[config.mk]
export PLATFORM = sky130hd
export DESIGN_NAME = pid_ctrl_mc
export DESIGN_NICKNAME = d
export VERILOG_FILES = /design/src/rtl/pid_pkg.sv /design/src/rtl/pid_sat.sv /design/src/rtl/pid_ctrl_mc.sv
export SDC_FILE = /design/constraint.sdc
export NUM_CORES = 2
export LEC_CHECK = 0
export BUFFER_PORTS_ARGS = -buffer_cell sky130_fd_sc_hd__buf_2
export CORE_UTILIZATION = 51
export DETAILED_ROUTE_END_ITERATION = 7
export HOLD_SLACK_MARGIN = 0.15
export PLACE_DENSITY = 0.68
export SLEW_MARGIN = 5
export SYNTH_ARGS = -nofsm -noshare
export SYNTH_HDL_FRONTEND = slang
export SYNTH_SLANG_ARGS = --single-unit
[constraint.sdc]
create_clock -name CLK -period 23.6 [get_ports CLK]
set_clock_uncertainty 0.05 [all_clocks]
set_input_delay 2.36 -clock CLK [delete_from_list [all_inputs] [get_ports CLK]]
set_output_delay 2.36 -clock CLK [all_outputs]
set_load 0.02 [all_outputs]
[src/rtl/pid_pkg.sv]
// Shared types and constants for the time-multiplexed PID controller.
package pid_pkg;

  typedef enum logic [2:0] {
    StIdle,
    StErr,
    StMul,
    StSum,
    StSat
  } pid_state_e;

  localparam int unsigned FracBitsDefault = 7;
  // Extra headroom for i + ki and for p + i + d so neither sum can wrap.
  localparam int unsigned IntGuardBits    = 1;
  localparam int unsigned RawGuardBits    = 2;

  function automatic int unsigned max_w(int unsigned a, int unsigned b);
    return (a > b) ? a : b;
  endfunction

endpackage

[src/rtl/pid_sat.sv]
// Signed saturator: clips a wide signed value into [LO_LIM, HI_LIM] and flags
// which side clipped.
module pid_sat #(
  parameter int unsigned IN_W   = 32,
  parameter int unsigned OUT_W  = 16,
  parameter longint      HI_LIM = 32767,
  parameter longint      LO_LIM = -32768
) (
  input  logic signed [IN_W-1:0]  in_i,
  output logic signed [OUT_W-1:0] out_o,
  output logic                    hi_o,
  output logic                    lo_o
);

  localparam logic signed [IN_W-1:0]  HiIn  = IN_W'(HI_LIM);
  localparam logic signed [IN_W-1:0]  LoIn  = IN_W'(LO_LIM);
  localparam logic signed [OUT_W-1:0] HiOut = OUT_W'(HI_LIM);
  localparam logic signed [OUT_W-1:0] LoOut = OUT_W'(LO_LIM);

  always_comb begin
    hi_o  = (in_i > HiIn);
    lo_o  = (in_i < LoIn);
    out_o = in_i[OUT_W-1:0];
    if (hi_o) begin
      out_o = HiOut;
    end else if (lo_o) begin
      out_o = LoOut;
    end
  end

endmodule

[src/rtl/pid_ctrl_mc.sv]
// Multi-channel PID controller sharing one datapath; each channel takes four
// cycles (error, multiply, sum, saturate) after a frame-start strobe.
module pid_ctrl_mc
  import pid_pkg::*;
#(
  parameter int unsigned  N_CH      = 4,
  parameter int unsigned  DATA_W    = 16,
  parameter int unsigned  COEF_W    = 16,
  parameter int unsigned  FRAC_BITS = FracBitsDefault,
  parameter int unsigned  ACC_W     = 24,
  parameter int unsigned  OUT_W     = 16,
  parameter longint       INT_LIM   = (longint'(1) << (OUT_W - 1)) - 1,
  localparam int unsigned CH_W      = (N_CH > 1) ? $clog2(N_CH) : 1
) (
  input  logic                     CLK,
  input  logic                     RESET,
  input  logic                     SAMPLE_EN,
  input  logic [N_CH*DATA_W-1:0]   PV_IN,
  input  logic [N_CH*DATA_W-1:0]   SP_IN,
  input  logic signed [COEF_W-1:0] KP,
  input  logic signed [COEF_W-1:0] KI,
  input  logic signed [COEF_W-1:0] KD,
  output logic signed [OUT_W-1:0]  PID_out,
  output logic                     OUT_VALID,
  output logic [CH_W-1:0]          OUT_CH,
  output logic                     BUSY,
  output logic                     OVERRUN
);

  localparam int unsigned EW     = DATA_W + 1;
  localparam int unsigned DeW    = DATA_W + 2;
  localparam int unsigned ProdW  = COEF_W + DeW;
  localparam int unsigned IsumW  = max_w(ACC_W, ProdW) + IntGuardBits;
  localparam int unsigned RawW   = max_w(ACC_W, ProdW) + RawGuardBits;
  localparam longint      OutMax = (longint'(1) << (OUT_W - 1)) - 1;
  localparam longint      OutMin = -(longint'(1) << (OUT_W - 1));

  pid_state_e state_q, state_d;
  logic [CH_W-1:0] ch_q;

  // Frame snapshot
  logic [DATA_W-1:0]        pv_q [N_CH];
  logic [DATA_W-1:0]        sp_q [N_CH];
  logic signed [COEF_W-1:0] kp_q, ki_q, kd_q;

  // Pipeline registers for the channel in flight
  logic signed [EW-1:0]     e_q;
  logic signed [DeW-1:0]    de_q;
  logic signed [ProdW-1:0]  p_q, kie_q, d_q;
  logic signed [ACC_W-1:0]  i_cand_q;
  logic                     u_hi_q, u_lo_q;

  // Per-channel loop state
  logic signed [ACC_W-1:0]  int_q    [N_CH];
  logic signed [EW-1:0]     e_prev_q [N_CH];
  logic [N_CH-1:0]          first_q;

  logic signed [OUT_W-1:0]  pid_out_q;
  logic [CH_W-1:0]          out_ch_q;
  logic                     out_valid_q, overrun_q;

  logic last_ch;
  assign last_ch = (ch_q == CH_W'(N_CH - 1));

  always_comb begin
    state_d = state_q;
    case (state_q)
      StIdle:  if (SAMPLE_EN) state_d = StErr;
      StErr:   state_d = StMul;
      StMul:   state_d = StSum;
      StSum:   state_d = StSat;
      StSat:   state_d = last_ch ? StIdle : StErr;
      default: state_d = StIdle;
    endcase
  end

  // Error and first-sample-suppressed difference
  logic signed [EW-1:0]  e_d;
  logic signed [DeW-1:0] de_d;
  always_comb begin
    e_d = $signed({1'b0, sp_q[ch_q]}) - $signed({1'b0, pv_q[ch_q]});
    if (first_q[ch_q]) begin
      de_d = '0;
    end else begin
      de_d = DeW'(e_d) - DeW'(e_prev_q[ch_q]);
    end
  end

  // Full-width products; >>> on signed values floors toward -inf
  logic signed [ProdW-1:0] p_d, kie_d, d_d;
  assign p_d   = (ProdW'(kp_q) * ProdW'(e_q)) >>> FRAC_BITS;
  assign kie_d = (ProdW'(ki_q) * ProdW'(e_q)) >>> FRAC_BITS;
  assign d_d   = (ProdW'(kd_q) * ProdW'(de_q)) >>> FRAC_BITS;

  logic signed [IsumW-1:0] isum;
  logic signed [ACC_W-1:0] i_cand;
  logic                    int_hi, int_lo;
  assign isum = IsumW'(int_q[ch_q]) + IsumW'(kie_q);

  pid_sat #(
    .IN_W  (IsumW),
    .OUT_W (ACC_W),
    .HI_LIM(INT_LIM),
    .LO_LIM(-INT_LIM)
  ) u_int_sat (
    .in_i (isum),
    .out_o(i_cand),
    .hi_o (int_hi),
    .lo_o (int_lo)
  );

  logic unused_int_clip;
  assign unused_int_clip = int_hi ^ int_lo;

  logic signed [RawW-1:0]  raw;
  logic signed [OUT_W-1:0] u;
  logic                    u_hi, u_lo;
  assign raw = RawW'(p_q) + RawW'(i_cand) + RawW'(d_q);

  pid_sat #(
    .IN_W  (RawW),
    .OUT_W (OUT_W),
    .HI_LIM(OutMax),
    .LO_LIM(OutMin)
  ) u_out_sat (
    .in_i (raw),
    .out_o(u),
    .hi_o (u_hi),
    .lo_o (u_lo)
  );

  // Conditional integration: freeze the integrator while it pushes further into the clip
  logic ki_pos, ki_neg, hold_int;
  assign ki_neg   = kie_q[ProdW-1];
  assign ki_pos   = !kie_q[ProdW-1] && (kie_q != '0);
  assign hold_int = (u_hi_q && ki_pos) || (u_lo_q && ki_neg);

  always_ff @(posedge CLK) begin
    if (RESET) begin
      state_q     <= StIdle;
      ch_q        <= '0;
      kp_q        <= '0;
      ki_q        <= '0;
      kd_q        <= '0;
      e_q         <= '0;
      de_q        <= '0;
      p_q         <= '0;
      kie_q       <= '0;
      d_q         <= '0;
      i_cand_q    <= '0;
      u_hi_q      <= 1'b0;
      u_lo_q      <= 1'b0;
      first_q     <= '1;
      pid_out_q   <= '0;
      out_ch_q    <= '0;
      out_valid_q <= 1'b0;
      overrun_q   <= 1'b0;
      for (int k = 0; k < int'(N_CH); k++) begin
        pv_q[k]     <= '0;
        sp_q[k]     <= '0;
        int_q[k]    <= '0;
        e_prev_q[k] <= '0;
      end
    end else begin
      state_q     <= state_d;
      // Registered at the end of SUM so the pulse coincides with the SAT cycle
      out_valid_q <= (state_q == StSum);
      if (SAMPLE_EN && (state_q != StIdle)) begin
        overrun_q <= 1'b1;
      end
      case (state_q)
        StIdle: begin
          if (SAMPLE_EN) begin
            ch_q <= '0;
            kp_q <= KP;
            ki_q <= KI;
            kd_q <= KD;
            for (int k = 0; k < int'(N_CH); k++) begin
              pv_q[k] <= PV_IN[k*DATA_W +: DATA_W];
              sp_q[k] <= SP_IN[k*DATA_W +: DATA_W];
            end
          end
        end
        StErr: begin
          e_q  <= e_d;
          de_q <= de_d;
        end
        StMul: begin
          p_q   <= p_d;
          kie_q <= kie_d;
          d_q   <= d_d;
        end
        StSum: begin
          i_cand_q  <= i_cand;
          u_hi_q    <= u_hi;
          u_lo_q    <= u_lo;
          pid_out_q <= u;
          out_ch_q  <= ch_q;
        end
        StSat: begin
          if (!hold_int) begin
            int_q[ch_q] <= i_cand_q;
          end
          e_prev_q[ch_q] <= e_q;
          first_q[ch_q]  <= 1'b0;
          ch_q           <= last_ch ? '0 : ch_q + 1'b1;
        end
        default: ;
      endcase
    end
  end

  assign PID_out   = pid_out_q;
  assign OUT_VALID = out_valid_q;
  assign OUT_CH    = out_ch_q;
  assign BUSY      = (state_q != StIdle);
  assign OVERRUN   = overrun_q;

endmodule

== Word-level counts from Yosys, hierarchy flattened ==
Memory sizes are Yosys's and may differ from the RTL's. A register that Yosys moved wholly into a read port is not among the register bits.
Cells that the tools add are included.

* Bits of input ports: 179
* Output and inout port bits: 21
* Memories: 4
* Flip-flop bits (word level): 217
* Bits in writable memories: 292
* Logic and storage cells: 118

* Bitwise operators: 10
* Eq/ne operators: 6
* $add $sub $neg: 6
* Muxes and demuxes: 50
* $lt $le $gt $ge: 6
* Reduce and logical (&&, ||, !) cells: 15
* Multiply operators: 3

{| class="wikitable"
|+ Memory list
! memory !! depth !! width !! read ports !! clocked after memory_dff !! wr ports !! line !! source
|-
| int_q || 4 || 24 || 1 || 1 || 4 || pid_ctrl_mc.sv:54 || <nowiki>logic signed [ACC_W-1:0] int_q [N_CH];</nowiki>
|-
| e_prev_q || 4 || 17 || 1 || 1 || 4 || pid_ctrl_mc.sv:55 || <nowiki>logic signed [EW-1:0] e_prev_q [N_CH];</nowiki>
|-
| pv_q || 4 || 16 || 1 || 1 || 4 || pid_ctrl_mc.sv:42 || <nowiki>logic [DATA_W-1:0] pv_q [N_CH];</nowiki>
|-
| sp_q || 4 || 16 || 1 || 1 || 4 || pid_ctrl_mc.sv:43 || <nowiki>logic [DATA_W-1:0] sp_q [N_CH];</nowiki>
|}

{| class="wikitable"
|+ Operators with widths
! operator !! number
|-
| 2-to-1 mux 16 bit || 10
|-
| 2-to-1 mux 24 bit || 3
|-
| multiplier 16 x 17 -> 33 bit || 2
|-
| multiplier 16 x 18 -> 34 bit || 1
|-
| nonzero test 34 bit || 1
|-
| adder 27 x 27 -> 28 bit || 1
|-
| > comparator 28 x 16 -> 1 bit, second input constant || 1
|-
| less-than comparator 28 x 16 -> 1 bit, second input constant || 1
|-
| adder 24 x 26 -> 27 bit || 1
|-
| adder 26 x 24 -> 27 bit || 1
|-
| > comparator 27 x 16 -> 1 bit, second input constant || 1
|-
| less-than comparator 27 x 16 -> 1 bit, second input constant || 1
|-
| 2-to-1 mux 2 bit || 12
|-
| OR reduction 24 bit || 1
|-
| 2-to-1 mux 1 bit || 18
|-
| 2-to-1 mux 18 bit || 1
|-
| subtractor 17 x 17 -> 18 bit || 1
|-
| 2-to-1 mux 17 bit || 1
|-
| OR reduction 17 bit || 1
|-
| subtractor 16 x 16 -> 17 bit || 1
|-
| case mux 3 bit (5 select lines) || 1
|-
| bitwise OR 1 bit || 8
|-
| == test 3 x 2 -> 1 bit, second input constant || 2
|-
| logical AND 1 bit || 5
|-
| 19 further kinds || 20
|}

== Longest topological paths before layout ==
* Depth after elaboration: 10
* Gate-level depth with buffers: 32

== Cells and area by module ==
Synthesis repeated with hierarchy kept, for this count alone.

* Cell total of the unflattened synthesis: 5734
* Area total of the unflattened synthesis: 55807.3 µm²

{| class="wikitable"
|+ By module, submodules not included
! module !! seq. area each (µm²) !! cells each !! area each (µm²) !! times used
|-
| pid_ctrl_mc || 13152.6 || 5633 || 55166.7 || 1
|-
| pid_sat at u_int_sat || 0.0 || 68 || 390.4 || 1
|-
| pid_sat at u_out_sat || 0.0 || 33 || 250.2 || 1
|}

== Worst setup path before layout ==
No wires, ideal clock.

* Path type: reg2reg
* Start: register (tool-made name)
* End: register pid_out_q[10] (netlist: PID_out[10])
* Required time: 23.469 ns
* Stages on the path, launching flop included: 32
* Clock period less this slack: 8.328 ns
* Path slack: 15.272 ns
* Arrival: 8.197 ns
* Path through: dfxtp_1 clkbuf_1 buf_1 mux4_2 ha_1 fa_1 a21oi_1 o211ai_1 a211oi_2 xnor2_1 or4_1 or4_1 nor4_2 nor4b_2 a21o_4 buf_6 nand2_1 nand2_1 fa_1 fa_1 a211oi_2 o21ai_1 a2111o_1 a32oi_2 a21boi_1 o21a_1 o311ai_2 nor2_1 o2111a_1 a31o_2 buf_4 a211oi_2

{| class="wikitable"
|+ RTL lines
! item !! line !! source
|-
| end signal: assignment || pid_ctrl_mc.sv:197 || <nowiki>pid_out_q <= u;</nowiki>
|-
| end: declaration || pid_ctrl_mc.sv:58 || <nowiki>logic signed [OUT_W-1:0] pid_out_q;</nowiki>
|}

==> results_dict.tcl <==
set metrics [dict create \
    cts.repair_timing.setup_buffer_count 0 \
    synth-async-reset-ratio 0 \
    final.fill_count 9406 \
    timing_max_transition_violations_final 0 \
    setup_repair_after_global_routing_missed_its_margin "no" \
    multi_input_comb_area_mm2 0.0377 \
    global_route_wire_length_before_repair_um 228000 \
    fraction_of_post_synthesis_cell_area_in_the_top_cell_type_by_area 0.314 \
    cts_made_buffers 56 \
    achievable-frequency_mhz 96.2 \
    period_minus_slack_ns 10.39 \
    clock_tree.htree_level_count 2 \
    die_height_um 332 \
    post_drt_via_cell_ratio 5.47 \
    io-pin-count 200 \
    p_total_mw 3.04 \
    initial_utilization 0.517 \
    gpl.final_weighted_congestion 0.934 \
    worstHoldStart "first_q[2]" \
    setup-violations-final 0 \
    avgRoutedWirePerCell_um 19.8 \
    peakVddDrop_mv 0.0625 \
    antenna_found_initial 3 \
    synthToLayoutAreaGrowth_pct 7.16 \
    drt_pre_antenna_iters 6 \
    maxCapViolCount 0 \
    ctsResizeCount 0 \
    yosys.cell_types.count 92 \
    route.vias.total 38800 \
    finalNonFillerCells 7104 \
    layout-drive-gt1-share 0.0828 \
    synth.yosys.warnings 0 \
    cp.arrival_ns 10.89 \
    postRouteAntennaNets 0 \
    clk_latency_ns 0.70 \
    power_leakage_nw 25.3 \
    layout.area.seq_mm2 0.0132 \
    final-hold-violation-count 0 \
    nNetsFinal 7033 \
    grt_max_degree 106 \
    synthesis.area_per_instance_um2 9.86 \
    detailed_route_drc_error_count 0 \
    grt-ovfl-total 0 \
    detailedPlace.worstSlack_ns 13.20 \
    placedInstanceArea_mm2 0.0577 \
    placed_cells 6995 \
    critPathCaptureType "register" \
    cp_max_fo 38 \
    total_routed_wirelength_um 141000 \
    cell_taking_the_most_area_after_synthesis "sky130_fd_sc_hd__fa_1" \
    number_of_core_rows 120 \
    cts.root.buffer_cell "sky130_fd_sc_hd__clkbuf_16" \
    die_area_mm2 0.110 \
    core_area_mm2 0.108 \
    buffer_ports.inserted 199 \
    tritoncts "yes" \
    drt_first_iter_violations 2509 \
    post_synth_instance_area_mm2 0.0556 \
    critPathLaunchType "register" \
    hold_path_class "reg -> reg" \
    tns_setup_ns 0 \
    synth_seq_area_share 0.237 \
    p_per_area_mw_per_mm2 51.1 \
    dp_hpwl_um 108000 \
    req_time_crit_path_ns 24.10 \
    grt_util_all_layers 0.264 \
    synth_top_cells_by_area "sky130_fd_sc_hd__fa_1 31%, sky130_fd_sc_hd__edfxtp_1 16%, sky130_fd_sc_hd__dfxtp_1 7.9%, sky130_fd_sc_hd__ha_1 7.5%, sky130_fd_sc_hd__inv_1 6.6%" \
    synth-edff-count 292 \
    syn_nets 7018 \
    delay_of_the_slowest_critical_path_stage_ns 0.85 \
    syn-instance-count 5635 \
    hold_slack_ns 0.402 \
    hold_buffer_count_at_cts 0 \
    stdcell_area_mm2 0.0595 \
    clkSinkCount 511 \
    floorplan.die.width_um 332 \
    worst-setup-path-type "reg -> reg" \
    synth-main-ff-cell "sky130_fd_sc_hd__edfxtp_1" \
    run_status "finished, final reports clean" \
    period_share 0.440 \
    clkTransAtPathRegs_ns 0.06 \
    timing_worst_slew_pin_value_ns 1.16 \
    minimum_setup_slack_in_the_final_design_ns 13.21 \
    final_core_util 0.554 \
    clock_path_buffers 3 \
    post_synthesis_register_bit_count 511 \
    maxSlewHeadroom 0.228 \
    grt_pass1_vias 40900 \
    critical-path-slowest-cell "sky130_fd_sc_hd__dfxtp_4" \
]
sequential cells by signal (all words and copies together) (netlist names), 17 cells and up, named ones only:
signal	flops
d_q	27
de_q	18
kie_q	26
e_q	17
p_q	26
pv_q	64
sp_q	64
i_cand_q	24
int_q	96
e_prev_q	68
cells by family (layout without fill, tap and decap cells):
group           Yosys count  in the layout  synth area share
other cells               0              3                 0
mux                      77             77            0.0306
buf+inv                1270           1333            0.0861
fa+ha+maj              1204           1204             0.389
flops                   511            511             0.237
simple gates           1839           1839             0.164
xor+xnor                151            151            0.0238
compound gates          583            583            0.0698
power breakdown:
group	internal [mW]	total [mW]	switching [mW]
clock network	0.504	0.899	0.396
registers	1.00	1.07	0.0684
logic	0.381	1.07	0.691
area by class of cell:
class / instances / share of cell area
multi-input cells: 3854 / 0.633
flip-flops and latches: 511 / 0.221
inverters: 975 / 0.0615
well taps: 1403 / 0.0295
clock buffers: 77 / 0.0258
repair buffers: 252 / 0.0236
clock inverters: 29 / 0.00553
diodes: 3 / 0.000126
metal layers:
layer	wire (um)	GRT usage
met5	13	0
met4	4630	0.0829
met3	8380	0.0343
met2	69200	0.450
met1	58700	0.351
Yosys cell counts, types with 14 or more instances:
cell type	n
sky130_fd_sc_hd__edfxtp_1	292
sky130_fd_sc_hd__fa_1	870
sky130_fd_sc_hd__clkbuf_1	274
sky130_fd_sc_hd__nand2b_1	63
sky130_fd_sc_hd__o21ai_0	58
sky130_fd_sc_hd__inv_1	975
sky130_fd_sc_hd__xor2_1	40
sky130_fd_sc_hd__a21o_1	45
sky130_fd_sc_hd__buf_1	16
sky130_fd_sc_hd__ha_1	334
sky130_fd_sc_hd__dfxtp_1	219
sky130_fd_sc_hd__nand3_1	42
sky130_fd_sc_hd__o21bai_1	18
sky130_fd_sc_hd__nor2b_1	21
sky130_fd_sc_hd__a31oi_1	15
sky130_fd_sc_hd__o21a_1	30
sky130_fd_sc_hd__a311oi_1	16
sky130_fd_sc_hd__nor3_1	46
sky130_fd_sc_hd__a21oi_1	236
sky130_fd_sc_hd__a211oi_1	24
sky130_fd_sc_hd__and2_1	577
sky130_fd_sc_hd__xnor2_1	111
sky130_fd_sc_hd__nor4_1	14
sky130_fd_sc_hd__and3_1	57
sky130_fd_sc_hd__or3_1	16
sky130_fd_sc_hd__nand4_1	19
sky130_fd_sc_hd__nand2_1	775
sky130_fd_sc_hd__mux4_2	74
sky130_fd_sc_hd__nor2_1	161
placed cells by master (no fill, tap or decap), types with 20 or more instances in the layout:
| master | Yosys | final |
|---|---|---|
| sky130_fd_sc_hd__a21o_1 | 45 | 45 |
| sky130_fd_sc_hd__xor2_1 | 40 | 40 |
| sky130_fd_sc_hd__nand2b_1 | 63 | 62 |
| sky130_fd_sc_hd__buf_4 | 2 | 53 |
| sky130_fd_sc_hd__xnor2_1 | 111 | 111 |
| sky130_fd_sc_hd__clkbuf_16 | 0 | 56 |
| sky130_fd_sc_hd__edfxtp_1 | 292 | 292 |
| sky130_fd_sc_hd__nand2_1 | 775 | 773 |
| sky130_fd_sc_hd__inv_1 | 975 | 975 |
| sky130_fd_sc_hd__nor2b_1 | 21 | 20 |
| sky130_fd_sc_hd__buf_2 | 2 | 198 |
| sky130_fd_sc_hd__ha_1 | 334 | 334 |
| sky130_fd_sc_hd__a211oi_1 | 24 | 24 |
| sky130_fd_sc_hd__dfxtp_1 | 219 | 216 |
| sky130_fd_sc_hd__and3_1 | 57 | 57 |
| sky130_fd_sc_hd__o21ai_0 | 58 | 58 |
| sky130_fd_sc_hd__nor3_1 | 46 | 46 |
| sky130_fd_sc_hd__and2_1 | 577 | 575 |
| sky130_fd_sc_hd__a21oi_1 | 236 | 236 |
| sky130_fd_sc_hd__nor2_1 | 161 | 156 |
| sky130_fd_sc_hd__o21a_1 | 30 | 30 |
| sky130_fd_sc_hd__fa_1 | 870 | 870 |
| sky130_fd_sc_hd__mux4_2 | 74 | 74 |
| sky130_fd_sc_hd__nand3_1 | 42 | 42 |
worst paths after layout:
| kind | slack (ns) | end | depth (start not counted) |
|---|---|---|---|
| max reg2reg | 13.21 | PID_out[8] | 28 |
| min reg2reg | 0.40 | first_q[2] | 1 |
| min | 0.40 | first_q[2] | 1 |
| max | 13.21 | PID_out[8] | 28 |
worst max-delay path, delay by kind of cell (launching register included):
family	cells	cell delay (ns)
AOI/OAI and AO/OA	16	4.95
adders and majority gates	4	1.50
buffers and inverters	2	1.06
DFF	1	0.85
muxes	1	0.60
and+or+nand+nor	5	1.22
Power figures use the tool's default switching activity.
